## src/rtl/game_ctrl_multi_if.sv

```systemverilog
// Sprite-side bundle for game_ctrl_multi: alpha/sync inputs and crash/status outputs.
// The controller uses the slave modport; the sprite/enemy side uses the master modport.
interface game_ctrl_multi_if #(
    parameter int N_ENEMY     = 4,
    parameter int SCORE_WIDTH = 16
);
    logic                   disp_i;
    logic                   v_sync_i;
    logic                   gamestart_i;
    logic                   me_alpha_i;
    logic                   bullet_alpha_i;
    logic [N_ENEMY-1:0]     enemy_alpha_i;
    logic [1:0]             game_status_o;
    logic [N_ENEMY-1:0]     crash_me_enemy_o;
    logic [N_ENEMY-1:0]     crash_enemy_bullet_o;
    logic                   bomb_o;
    logic                   invinc_o;
    logic [2:0]             lives_o;
    logic [SCORE_WIDTH-1:0] score_o;

    modport master (
        output disp_i, v_sync_i, gamestart_i, me_alpha_i, bullet_alpha_i, enemy_alpha_i,
        input  game_status_o, crash_me_enemy_o, crash_enemy_bullet_o, bomb_o, invinc_o,
               lives_o, score_o
    );

    modport slave (
        input  disp_i, v_sync_i, gamestart_i, me_alpha_i, bullet_alpha_i, enemy_alpha_i,
        output game_status_o, crash_me_enemy_o, crash_enemy_bullet_o, bomb_o, invinc_o,
               lives_o, score_o
    );
endinterface

```

## src/rtl/game_ctrl_multi.sv

```systemverilog
// Multi-enemy game controller: per-pixel collision detection with one pulse per enemy per
// frame, saturating score, lives with post-hit invincibility, and the IDLE/RUN/OVER FSM.
module game_ctrl_multi #(
    parameter int N_ENEMY       = 4,
    parameter int LIVES         = 3,
    parameter int SCORE_WIDTH   = 16,
    parameter int SCORE_PER_HIT = 10,
    parameter int INVINC_FRAMES = 120,
    parameter int OVER_FRAMES   = 180
) (
    input logic              clk_vga,
    input logic              rst,
    game_ctrl_multi_if.slave bus
);
    localparam int HW    = $clog2(N_ENEMY + 1);
    localparam int PW    = $clog2(SCORE_PER_HIT + 1);
    localparam int SUM_W = SCORE_WIDTH + HW + PW + 1;
    localparam int IW    = $clog2(INVINC_FRAMES + 1);
    localparam int OW    = $clog2(OVER_FRAMES + 1);
    localparam logic [SUM_W-1:0] SCORE_MAX = SUM_W'({SCORE_WIDTH{1'b1}});

    typedef enum logic [1:0] {
        ST_IDLE = 2'b00,
        ST_RUN  = 2'b01,
        ST_OVER = 2'b10
    } state_e;

    state_e                 state_q, state_d;
    logic                   vs_q, vs_d;
    logic [N_ENEMY-1:0]     bflag_q, bflag_d;
    logic [N_ENEMY-1:0]     mflag_q, mflag_d;
    logic [N_ENEMY-1:0]     crash_b_q, crash_b_d;
    logic [N_ENEMY-1:0]     crash_m_q, crash_m_d;
    logic                   bomb_q, bomb_d;
    logic                   invinc_q, invinc_d;
    logic [2:0]             lives_q, lives_d;
    logic [SCORE_WIDTH-1:0] score_q, score_d;
    logic [IW-1:0]          inv_cnt_q, inv_cnt_d;
    logic [OW-1:0]          over_cnt_q, over_cnt_d;

    logic                   tick;
    logic [N_ENEMY-1:0]     raw_b, raw_m, new_b, new_m;
    logic [HW-1:0]          hit_cnt;
    logic [SUM_W-1:0]       sum;

    assign tick  = vs_q & ~bus.v_sync_i;
    assign raw_b = {N_ENEMY{bus.disp_i & bus.bullet_alpha_i}} & bus.enemy_alpha_i;
    assign raw_m = {N_ENEMY{bus.disp_i & bus.me_alpha_i}} & bus.enemy_alpha_i;

    // Flags are cleared on the tick before any new hit is recorded, so an overlap on
    // the tick cycle belongs to the new frame.
    always_comb begin
        state_d    = state_q;
        vs_d       = bus.v_sync_i;
        bflag_d    = tick ? '0 : bflag_q;
        mflag_d    = tick ? '0 : mflag_q;
        crash_b_d  = '0;
        crash_m_d  = '0;
        bomb_d     = 1'b0;
        invinc_d   = invinc_q;
        lives_d    = lives_q;
        score_d    = score_q;
        inv_cnt_d  = inv_cnt_q;
        over_cnt_d = over_cnt_q;
        new_b      = '0;
        new_m      = '0;
        hit_cnt    = '0;
        sum        = '0;

        case (state_q)
            ST_IDLE: begin
                if (bus.gamestart_i) begin
                    state_d   = ST_RUN;
                    lives_d   = 3'(LIVES);
                    score_d   = '0;
                    invinc_d  = 1'b0;
                    inv_cnt_d = '0;
                end
            end
            ST_RUN: begin
                new_b     = raw_b & ~bflag_d;
                new_m     = invinc_q ? '0 : (raw_m & ~mflag_d);
                bflag_d   = bflag_d | new_b;
                mflag_d   = mflag_d | new_m;
                crash_b_d = new_b;
                crash_m_d = new_m;
                bomb_d    = |new_b;

                for (int i = 0; i < N_ENEMY; i++) begin
                    hit_cnt = hit_cnt + HW'(new_b[i]);
                end
                sum = SUM_W'(score_q) + SUM_W'(hit_cnt) * SUM_W'(SCORE_PER_HIT);
                score_d = (sum > SCORE_MAX) ? {SCORE_WIDTH{1'b1}} : sum[SCORE_WIDTH-1:0];

                if (invinc_q && tick) begin
                    if (inv_cnt_q <= IW'(1)) begin
                        invinc_d  = 1'b0;
                        inv_cnt_d = '0;
                    end else begin
                        inv_cnt_d = inv_cnt_q - IW'(1);
                    end
                end

                // Hits are only accepted while vulnerable and invincibility starts on the
                // same edge, so a frame can never cost more than one life.
                if (|new_m) begin
                    if (lives_q <= 3'd1) begin
                        lives_d    = 3'd0;
                        state_d    = ST_OVER;
                        over_cnt_d = OW'(OVER_FRAMES);
                    end else begin
                        lives_d   = lives_q - 3'd1;
                        invinc_d  = 1'b1;
                        inv_cnt_d = IW'(INVINC_FRAMES);
                    end
                end
            end
            ST_OVER: begin
                if (tick) begin
                    if (over_cnt_q <= OW'(1)) begin
                        state_d    = ST_IDLE;
                        over_cnt_d = '0;
                    end else begin
                        over_cnt_d = over_cnt_q - OW'(1);
                    end
                end
            end
            default: state_d = ST_IDLE;
        endcase
    end

    always_ff @(posedge clk_vga or negedge rst) begin
        if (!rst) begin
            state_q    <= ST_IDLE;
            vs_q       <= 1'b1;
            bflag_q    <= '0;
            mflag_q    <= '0;
            crash_b_q  <= '0;
            crash_m_q  <= '0;
            bomb_q     <= 1'b0;
            invinc_q   <= 1'b0;
            lives_q    <= 3'd0;
            score_q    <= '0;
            inv_cnt_q  <= '0;
            over_cnt_q <= '0;
        end else begin
            state_q    <= state_d;
            vs_q       <= vs_d;
            bflag_q    <= bflag_d;
            mflag_q    <= mflag_d;
            crash_b_q  <= crash_b_d;
            crash_m_q  <= crash_m_d;
            bomb_q     <= bomb_d;
            invinc_q   <= invinc_d;
            lives_q    <= lives_d;
            score_q    <= score_d;
            inv_cnt_q  <= inv_cnt_d;
            over_cnt_q <= over_cnt_d;
        end
    end

    assign bus.game_status_o        = state_q;
    assign bus.crash_enemy_bullet_o = crash_b_q;
    assign bus.crash_me_enemy_o     = crash_m_q;
    assign bus.bomb_o               = bomb_q;
    assign bus.invinc_o             = invinc_q;
    assign bus.lives_o              = lives_q;
    assign bus.score_o              = score_q;
endmodule

```

## src/flat_wrapper.sv

```systemverilog
// flat-port wrapper written by rule: the top's interface ports become plain ports
module game_ctrl_multi_flat 
#(
    parameter int N_ENEMY       = 4,
    parameter int LIVES         = 3,
    parameter int SCORE_WIDTH   = 16,
    parameter int SCORE_PER_HIT = 10,
    parameter int INVINC_FRAMES = 120,
    parameter int OVER_FRAMES   = 180
)
  (clk_vga, rst, bus_disp_i, bus_v_sync_i, bus_gamestart_i, bus_me_alpha_i, bus_bullet_alpha_i, bus_enemy_alpha_i, bus_game_status_o, bus_crash_me_enemy_o, bus_crash_enemy_bullet_o, bus_bomb_o, bus_invinc_o, bus_lives_o, bus_score_o);
  game_ctrl_multi_if #(.N_ENEMY(N_ENEMY), .SCORE_WIDTH(SCORE_WIDTH)) bus_i ();
  input logic clk_vga;
  input logic rst;
  input wire logic [$bits(bus_i.disp_i)-1:0] bus_disp_i;
  input wire logic [$bits(bus_i.v_sync_i)-1:0] bus_v_sync_i;
  input wire logic [$bits(bus_i.gamestart_i)-1:0] bus_gamestart_i;
  input wire logic [$bits(bus_i.me_alpha_i)-1:0] bus_me_alpha_i;
  input wire logic [$bits(bus_i.bullet_alpha_i)-1:0] bus_bullet_alpha_i;
  input wire logic [$bits(bus_i.enemy_alpha_i)-1:0] bus_enemy_alpha_i;
  output wire logic [$bits(bus_i.game_status_o)-1:0] bus_game_status_o;
  output wire logic [$bits(bus_i.crash_me_enemy_o)-1:0] bus_crash_me_enemy_o;
  output wire logic [$bits(bus_i.crash_enemy_bullet_o)-1:0] bus_crash_enemy_bullet_o;
  output wire logic [$bits(bus_i.bomb_o)-1:0] bus_bomb_o;
  output wire logic [$bits(bus_i.invinc_o)-1:0] bus_invinc_o;
  output wire logic [$bits(bus_i.lives_o)-1:0] bus_lives_o;
  output wire logic [$bits(bus_i.score_o)-1:0] bus_score_o;
  assign bus_i.disp_i = bus_disp_i;
  assign bus_i.v_sync_i = bus_v_sync_i;
  assign bus_i.gamestart_i = bus_gamestart_i;
  assign bus_i.me_alpha_i = bus_me_alpha_i;
  assign bus_i.bullet_alpha_i = bus_bullet_alpha_i;
  assign bus_i.enemy_alpha_i = bus_enemy_alpha_i;
  assign bus_game_status_o = bus_i.game_status_o;
  assign bus_crash_me_enemy_o = bus_i.crash_me_enemy_o;
  assign bus_crash_enemy_bullet_o = bus_i.crash_enemy_bullet_o;
  assign bus_bomb_o = bus_i.bomb_o;
  assign bus_invinc_o = bus_i.invinc_o;
  assign bus_lives_o = bus_i.lives_o;
  assign bus_score_o = bus_i.score_o;
  game_ctrl_multi #(.N_ENEMY(N_ENEMY), .LIVES(LIVES), .SCORE_WIDTH(SCORE_WIDTH), .SCORE_PER_HIT(SCORE_PER_HIT), .INVINC_FRAMES(INVINC_FRAMES), .OVER_FRAMES(OVER_FRAMES)) u_core (.clk_vga(clk_vga), .rst(rst), .bus(bus_i));
endmodule
```

## config.mk

```make
export PLATFORM = sky130hd
export DESIGN_NAME = game_ctrl_multi_flat
export DESIGN_NICKNAME = d
export VERILOG_FILES = /design/src/rtl/game_ctrl_multi_if.sv /design/src/rtl/game_ctrl_multi.sv /design/src/flat_wrapper.sv
export SDC_FILE = /design/constraint.sdc
export NUM_CORES = 1
export LEC_CHECK = 0
export BUFFER_PORTS_ARGS = -buffer_cell sky130_fd_sc_hd__buf_2
export CORE_MARGIN = 2
export CORE_UTILIZATION = 48
export CTS_CLUSTER_SIZE = 20
export DETAILED_ROUTE_END_ITERATION = 8
export GPL_TIMING_DRIVEN = 0
export PLACE_DENSITY = 0.8
export SLEW_MARGIN = 10
export SYNTH_ARGS = -nofsm -noshare
export SYNTH_HDL_FRONTEND = slang
export SYNTH_SLANG_ARGS = --single-unit
```

## constraint.sdc

```tcl
create_clock -name clk_vga -period 3.8 [get_ports clk_vga]
set_input_delay 0.76 -clock clk_vga [delete_from_list [all_inputs] [get_ports clk_vga]]
set_output_delay 0.76 -clock clk_vga [all_outputs]
set_load 0.01 [all_outputs]
```

After elaboration in Yosys (flattened, before gate mapping) --
Index checks and enable logic that the tools add are counted.
Cells by class: muxes and demuxes 38, equal/unequal tests 7, multipliers 1, order comparisons 4, $add $sub $neg 7, reduce and logical (&&, ||, !) cells 10, bitwise operators 12
Operators by type and width (number):
- $mux W7 | 5
- $mux W16 | 2
- $mux W8 | 4
- $pmux W16 S2 | 1
- $mux W4 | 7
- $gt A24 B16 Y1 const B | 1
- $add A16 B7 Y17 | 1
- $and A4 B4 Y4 | 4
- $pmux W8 S2 | 1
- $pmux W7 S2 | 1
- $mux W2 | 5
- $mux W3 | 3
- $le A8 B1 Y1 const B | 1
- $ne A2 B1 Y1 const B | 4
- $not A4 Y4 | 2
- $or A4 B4 Y4 | 2
- $reduce_or A4 Y1 | 2
- $sub A8 B1 Y8 const B | 1
- $le A7 B1 Y1 const B | 1
- $sub A7 B1 Y7 const B | 1
- $add A3 B1 Y3 | 2
- $mul A3 B3 Y6 const B | 1
- $mux W1 | 6
- $pmux W2 S3 | 1
- other kinds (17) | 20
Storage, ports and cells: bits of input ports 11, word-level logic and storage cells 91, output and inout bits 31, register bits after elaboration 55

Longest topological paths before layout --
Gate-level depths: netlist (run 1).
depth after elaboration 13, depth in mapped cells 19, depth with buffers taken out 18

Worst setup path before layout (run 1) --
No wires, ideal clock.
kind input -> register, start point input bus_v_sync_i, end point register u_core.score_q[9], in the netlist u_core.bus.score_o[9], setup time 0.127 ns, path buffers 1, arrival time 3.891 ns, setup slack -0.218 ns, stages 17, data required time 3.673 ns, path through nand2b_1 > clkbuf_1 > nand2_1 > nand2_1 > nor2_1 > ha_1 > inv_1 > fa_1 > inv_1 > ha_1 > ha_1 > ha_1 > o21a_1 > o31a_1 > o311ai_1 > nand3b_1 > o211ai_2
On the way: longest elaborated chain between the ends 13
Ends and longest elaborated chain:
- start, declared | line flat_wrapper.sv:16 | input wire logic [$bits(bus_i.v_sync_i)-1:0] bus_v_sync_i;
- $not A1 Y1 * | line game_ctrl_multi.sv:46 | assign tick = vs_q & ~bus.v_sync_i;
- $and A1 B1 Y1 * | line game_ctrl_multi.sv:46
- $mux W4 * | line game_ctrl_multi.sv:55 | bflag_d = tick ? '0 : bflag_q;
- $not A4 Y4 * | line game_ctrl_multi.sv:81 | new_b = raw_b & ~bflag_d;
- $and A4 B4 Y4 * | line game_ctrl_multi.sv:81
- $add A1 B1 Y2 | line game_ctrl_multi.sv:90 | hit_cnt = hit_cnt + HW'(new_b[i]);
- $add A3 B1 Y3 | line game_ctrl_multi.sv:90
- $add A3 B1 Y3 * | line game_ctrl_multi.sv:90
- $mul A3 B3 Y6 * | line game_ctrl_multi.sv:92 | sum = SUM_W'(score_q) + SUM_W'(hit_cnt) * SUM_W'(SCORE_PER_HIT);
- $add A16 B7 Y17 * | line game_ctrl_multi.sv:92
- $gt A24 B16 Y1 | line game_ctrl_multi.sv:93 | score_d = (sum > SCORE_MAX) ? {SCORE_WIDTH{1'b1}} : sum[SCORE_WIDTH-1:0];
- $mux W16 * | line game_ctrl_multi.sv:93
- $pmux W16 S2 * | line game_ctrl_multi.sv:70 | case (state_q)
- end signal, assigned | line game_ctrl_multi.sv:156 | score_q <= score_d;
- end, declared | line game_ctrl_multi.sv:37 | logic [SCORE_WIDTH-1:0] score_q, score_d;
Every way passes the cells marked *; elsewhere a longest branch is shown, timed or not. A chain may end at the register's enable or synchronous reset.

Worst setup path after layout (run 1) --
start point input bus_v_sync_i, end point register u_core.score_q[13], in the netlist u_core.bus.score_o[13]
The elaborated chain is that of the path after synthesis.

==> metrics.txt, run 1 <==
outcome=finished clean; CP Cell Sequence=buf_4, nand2b_4, clkbuf_8, nand2_2, nand2_2, nor2_2, ha_1, inv_2, fa_2, inv_2, ha_4, ha_4, ha_4, nand3_4, a21oi_4, o21ai_2, or3_4, buf_8, o311ai_1; total global-route track usage=around a fifth; layout cell share with drive strength beyond 1=a little over a quarter; die width=85.5 um; crit-path max cell delay=430 ps; Worst-Margin Slew=between 700 and 800 ps; crit start category=input pin; DP Area=between 0.003 and 0.004 mm2; most used cell, CP=ha_4; Synth warnings=0; ys flop type=dfrtp_1; gpl congestion=0.858; Synth-to-Final Area Change=21.1%; clk_skew=9.89 ps; hold-fix buffers at CTS=0; Avg Cell Area, Syn=between 9 and 10 um2; core area=about 0.0064 mm2; Fin Hold WS=between 400 and 500 ps; most frequent cells in the layout=dfrtp_1 (54), buf_2 (40), nor2_1 (23); crit end category=flip-flop; DRC=0; crit share post-route=a little over nine tenths; Leakage=approximately 1.8 nW; post-synthesis async set-or-reset flop share=100%; fmax=around 0.27 GHz; # IOs=42; most common cell after layout, fill and taps aside=dfrtp_1; post-route antenna net violation count=0; clock tree from TritonCTS=built; initial antenna violation count=0; ant diodes=0; Setup WS pre-CTS=-536 ps; maxcap violations=0; Initial Utilization=about half; Final Hold Vio Count=0; final setup vio count=0; number of vias in the routed layout=around 2800; total CTS buffers=5; Slew HR=a little over half; fin area=just under 0.004 mm2; Reg2Reg Launch Point=u_core.vs_q; WL/cell=between 15 and 20 um; Post-Route Utilization=60.5%; Port Buf Inserts=41; Post-synth EDFFs=0; Clock Tree Root=clkbuf_8; worst setup margin=roughly 66 ps; sequential area share after synthesis=between 40% and 50%; HPWL Detailed=between 5 and 6 mm; vias per cell=~6; Required @ worst endpoint=roughly 4000 ps; Rows=29; Critical Setup Path Class=in -> reg; H-tree Lvls=2; DR pass1 iterations=4; max-slew violation count=0; Mapped Area=about 0.0032 mm2; power density cells=586 mW/mm2; syn_nets=between 300 and 400; total wire length=7.88 mm; Slowest cell on crit path=fa_2; gr ovfl total=0; Detailed Route Iter0 Violations=around 270; Gate Count Post-Synth=roughly 330; HP Class=in -> async; Seq cells post-synth=55; Worst Path Arrival=~4000 ps; synth unique cells=just over 60; CTS Buffer Depth=2; clk_lat worst skew=320 ps; clock-pin slew on the worst setup and hold paths=between 100 and 150 ps; vias in the first global route=between 2000 and 3000; Period minus WS final=roughly 3700 ps; chip height=between 80 and 90 um; first-pass GRT wire length=12.6 mm; Final Power=2.26 mW; final layout net count=420; peak supply drop=0.338 mV; Critical Path Fanout Max=8; largest net degree at the start of global routing=56; CP startpoint=bus_v_sync_i; Die ar.=approximately 0.0073 mm2; Clock Sinks=between 50 and 60
==> cell families after synthesis <==
group	synth area share, %
compound gates	23.3
flops	43.2
buf+inv	4.86
simple gates	19.5
xor+xnor	0.824
fa+ha+maj	8.32
==> routing by layer <==
layer / part of all wire [%] / global-route usage (%) / wire, um / up-vias
li1: - / - / - / 1351
met1: 44 / 29.0 / 3430 / 1405
met2: 50 / 34.7 / 3940 / 79
met3: 4.9 / 3.95 / 387 / 12
met4: 1.5 / 5.48 / 119 / 0
met5: 0 / 0 / 0 / -
==> critical path: cells and delay by family <==
family	cells	cell delay, ps
adder cells (fa/ha/maj)	5	1310
AND/OR/NAND/NOR	6	910
buffers and inverters	5	580
AO/OA/AOI/OAI	3	370
==> flip-flops by register name, indices dropped and copies added, names as in the netlist, 2 cells and up <==
| register | cells |
|---|---|
| u_core.over_cnt_q | 8 |
| u_core.bus.crash_me_enemy_o | 4 |
| u_core.mflag_q | 4 |
| u_core.bus.score_o | 16 |
| u_core.inv_cnt_q | 7 |
| u_core.bus.lives_o | 3 |
| u_core.bus.game_status_o | 2 |
| u_core.bus.crash_enemy_bullet_o | 4 |
| u_core.bflag_q | 4 |
==> stage by stage <==
stage | TNS (ps) | std cells
2_1_floorplan | 0 | 333
3_3_place_gp | -5520 | 451
3_5_place_dp | -7050 | 451
4_1_cts | 0 | 465
5_1_grt | -150 | 467
6_report | 0 | 467
==> area by class of cell <==
cell class	instances	area [um2]
plain buffers	12	82.6
clock buffers	5	68.8
clock inverters	3	22.5
fillers	507	2520
inverters	23	86.3
multi-input cells	243	1840
flip-flops and latches	55	1380
well taps	77	96.3
repair buffers	49	288
==> path summary, 6_finish.rpt <==
path	endpoint	slack, ps	depth (start not counted)
max	u_core.bus.score_o[13]	70	19
min	u_core.bus.crash_me_enemy_o[3]	480	1
max reg2reg	u_core.bus.score_o[13]	140	18
min reg2reg	u_core.bflag_q[0]	480	2
max in group asynchronous	u_core.bus.score_o[14]	2840	1
min in group clk_vga	u_core.bflag_q[0]	480	2
==> Yosys cell counts (all sizes together) (5+ instances only) <==
| master | instances | share of area (%) |
|---|---|---|
| dfrtp | 54 | 42 |
| nor3 | 11 | 1.7 |
| nand2 | 25 | 2.9 |
| o21ai | 24 | 3.8 |
| nor4 | 5 | 1.5 |
| nor2 | 26 | 3.1 |
| inv | 23 | 2.7 |
| clkbuf | 8 | 0.94 |
| nor2b | 5 | 1.2 |
| nand3 | 16 | 2.5 |
| o22ai | 5 | 0.98 |
| ha | 18 | 7.1 |
| o311ai | 7 | 2.2 |
| a21oi | 10 | 1.6 |
| nand2b | 5 | 0.98 |
| o211ai | 10 | 2.8 |
| a31oi | 9 | 1.8 |
==> power breakdown <==
| part | total [mW] | internal (mW) | switching, mW |
|---|---|---|---|
| Combinational | 1.02 | 0.415 | 0.603 |
| Clock | 0.338 | 0.133 | 0.206 |
| Sequential | 0.908 | 0.745 | 0.162 |
==> what timing repair did <==
action / 4_1_cts / 5_1_grt
setup endpoints to repair: 14 / 15
pin swaps: 4 / 12
setup buffers: 6 / 2
gates resized for setup: 15 / 29
gates cloned: 0 / 1
Power figures use the tool's default switching activity.
==> run 2, diff against run 1 <==
- REMOVE_ABC_BUFFERS: default -> 1
==> run 2 against run 1 <==
Count of clock-buffer cells in the layout unchanged; maximum frequency increased by 0.31%; sequential power increased by 0.4%; sequential cell count unchanged; wire length decreased by 5.9%; clock power decreased by 2%; die area unchanged; non-clock buffer count decreased by 16; cell area decreased by 4.5%.
==> metrics.txt, run 2 (synthesized netlist as in run 1, its figures left out) <==
Final Power=2.18 mW (was 2.26 mW); clock tree from TritonCTS=built (unchanged); Final Non-Filler Cells=452 (was 467); Reg2Reg Launch Point=u_core.vs_q (unchanged); crit end category=flip-flop (unchanged); Required @ worst endpoint=4010 ps (about the same); clk_skew=10.9 ps (was 9.89 ps); ant diodes=0 (unchanged); vias in the first global route=2725 (was 2707); vias per cell=6.19 (was 6.10); Worst Path Arrival=3940 ps (was 3950 ps); HPWL Detailed=5.02 mm (was 5.19 mm); die width=85.5 um (unchanged); H-tree Lvls=2 (unchanged); GRT met1 Usage=28.5% (was 29.0%); WL/cell=16.4 um (was 16.9 um); fin area=0.00369 mm2 (was 0.00386 mm2); Period minus WS final=3720 ps (was 3730 ps); gr ovfl total=0 (unchanged); DRC=0 (unchanged); final setup vio count=0 (unchanged); Synth-to-Final Area Change=15.6% (was 21.1%); Slew HR=42.3% (was 52.8%); DP Cell Count=439 (was 451); initial antenna violation count=0 (unchanged); CP startpoint=bus_v_sync_i (unchanged); crit start category=input pin (unchanged); clock-pin slew on the worst setup and hold paths=100 ps (was 110 ps); core area=0.00639 mm2 (unchanged); outcome=finished clean (unchanged); power density cells=591 mW/mm2 (was 586 mW/mm2); Critical Path Fanout Max=7 (was 8); chip height=85.5 um (unchanged); hold-fix buffers at CTS=0 (unchanged); Initial Utilization=49.9% (unchanged); total CTS buffers=5 (unchanged); post-route antenna net violation count=0 (unchanged); most used cell, CP=ha_4 (unchanged); first-pass GRT wire length=12.4 mm (was 12.6 mm); Slowest cell on crit path=fa_2 (unchanged); crit-path max cell delay=560 ps (was 430 ps); maxcap violations=0 (unchanged); Port Buf Inserts=41 (unchanged); Clock Sinks=55 (unchanged); Detailed Route Iter0 Violations=140 (was 274); HP Class=in -> async (unchanged); crit share post-route=98.0% (was 98.3%); CTS Buffer Depth=2 (unchanged); M2 GR Usage=34.2% (was 34.7%); DR pass1 iterations=4 (unchanged); gpl congestion=0.859 (was 0.858); Clock Tree Root=clkbuf_8 (unchanged); total wire length=7.42 mm (was 7.88 mm); most common cell after layout, fill and taps aside=dfrtp_1 (unchanged); CP Cell Sequence=buf_8, nand2b_4, nand2_2, nand2_2, nor2_2, ha_1, inv_2, fa_2, inv_2, ha_4, ha_4, ha_4, o21a_1, o31a_1, buf_4, o311ai_4, nand3b_1, o211ai_2 (was buf_4, nand2b_4, clkbuf_8, nand2_2, nand2_2, nor2_2, ha_1, inv_2, fa_2, inv_2, ha_4, ha_4, ha_4, nand3_4, a21oi_4, o21ai_2, or3_4, buf_8, o311ai_1); gr busiest metal=met2 (unchanged); total global-route track usage=20.8% (was 21.1%); peak supply drop=0.385 mV (was 0.338 mV); clk_lat worst skew=320 ps (about the same); largest net degree at the start of global routing=56 (unchanged); Worst-Margin Slew=854 ps (was 707 ps); most frequent cells in the layout=dfrtp_1 (54), buf_2 (39), nor2_1 (23) (was dfrtp_1 (54), buf_2 (40), nor2_1 (23)); Filler cells=538 (was 507); met3 GRT Util=3.46% (was 3.95%); fmax=0.269 GHz (was 0.268 GHz); # IOs=42 (unchanged); Critical Setup Path Class=in -> reg (unchanged); layout cell share with drive strength beyond 1=24.3% (was 27.2%); Die ar.=0.00731 mm2 (unchanged); final layout net count=405 (was 420); max reg flops=16 (unchanged); Multi-input gate area=0.00179 mm2 (was 0.00184 mm2); storage element area=0.00138 mm2 (unchanged); Rows=29 (unchanged); number of vias in the routed layout=2799 (was 2847); max-slew violation count=0 (unchanged); DP Area=0.00342 mm2 (was 0.00351 mm2); Leakage=1.71 nW (was 1.77 nW); Final Hold Vio Count=0 (unchanged)
## run 2: area by class of cell
class | count | share of cell area, %
clock inverter | 3 | 0.543
timing repair buffer | 45 | 6.72
tap | 77 | 2.61
clock buffer | 5 | 1.87
multi-input combinational | 244 | 48.6
sequential | 55 | 37.4
inverter | 23 | 2.34
## run 2: layer usage
| metal | share of wire, % | wire length [um] |
|---|---|---|
| met1 | 45 | 3360 |
| met2 | 48 | 3560 |
| met3 | 5.6 | 414 |
| met5 | 0 | 0 |
| met4 | 1.2 | 89 |
## run 2: worst paths after layout
path | end | slack [ps] | cells past startpoint
setup / recovery | u_core.bus.score_o[9] | 80 | 18
hold / removal | u_core.bus.score_o[10] | 470 | 1
setup reg to reg | u_core.bus.score_o[9] | 160 | 17
hold reg to reg | u_core.over_cnt_q[3] | 500 | 1
max in group asynchronous | u_core.bus.crash_me_enemy_o[2] | 2850 | 1
min in group clk_vga | u_core.over_cnt_q[3] | 500 | 1
## run 2: critical path, delay by kind of cell
kind,cells,cell delay (ps)
adders and majority gates,5,1480
AOI/OAI and AO/OA,4,800
and+or+nand+nor,5,550
buffers and inverters,4,350
## run 2: where the power goes
group          switching, mW  internal, mW
registers              0.166         0.746
logic                  0.551         0.384
clock network          0.203         0.129
total                  0.920          1.26
## run 2: metrics by stage
| stage | hold slack, ps | TNS, ps | util, % | setup WS, ps |
|---|---|---|---|---|
| 2_1_floorplan | 432 | -717 | - | -139 |
| 3_3_place_gp | 446 | -9800 | 53.6 | -815 |
| 3_5_place_dp | 468 | -10830 | 53.6 | -881 |
| 4_1_cts | 492 | 0 | 55.8 | 15.2 |
| 5_1_grt | 534 | -96.7 | 57.7 | -43.5 |
| 6_report | 473 | 0 | 57.7 | 77.6 |
## run 2: timing repair
item | CTS | global route
pin swaps | 1 | 12
setup buffers | 0 | 4
gates cloned | 1 | 0
hold endpoints to repair | 0 | 0
endpoints found under the setup margin | 15 | 16
gates resized for setup | 8 | 25
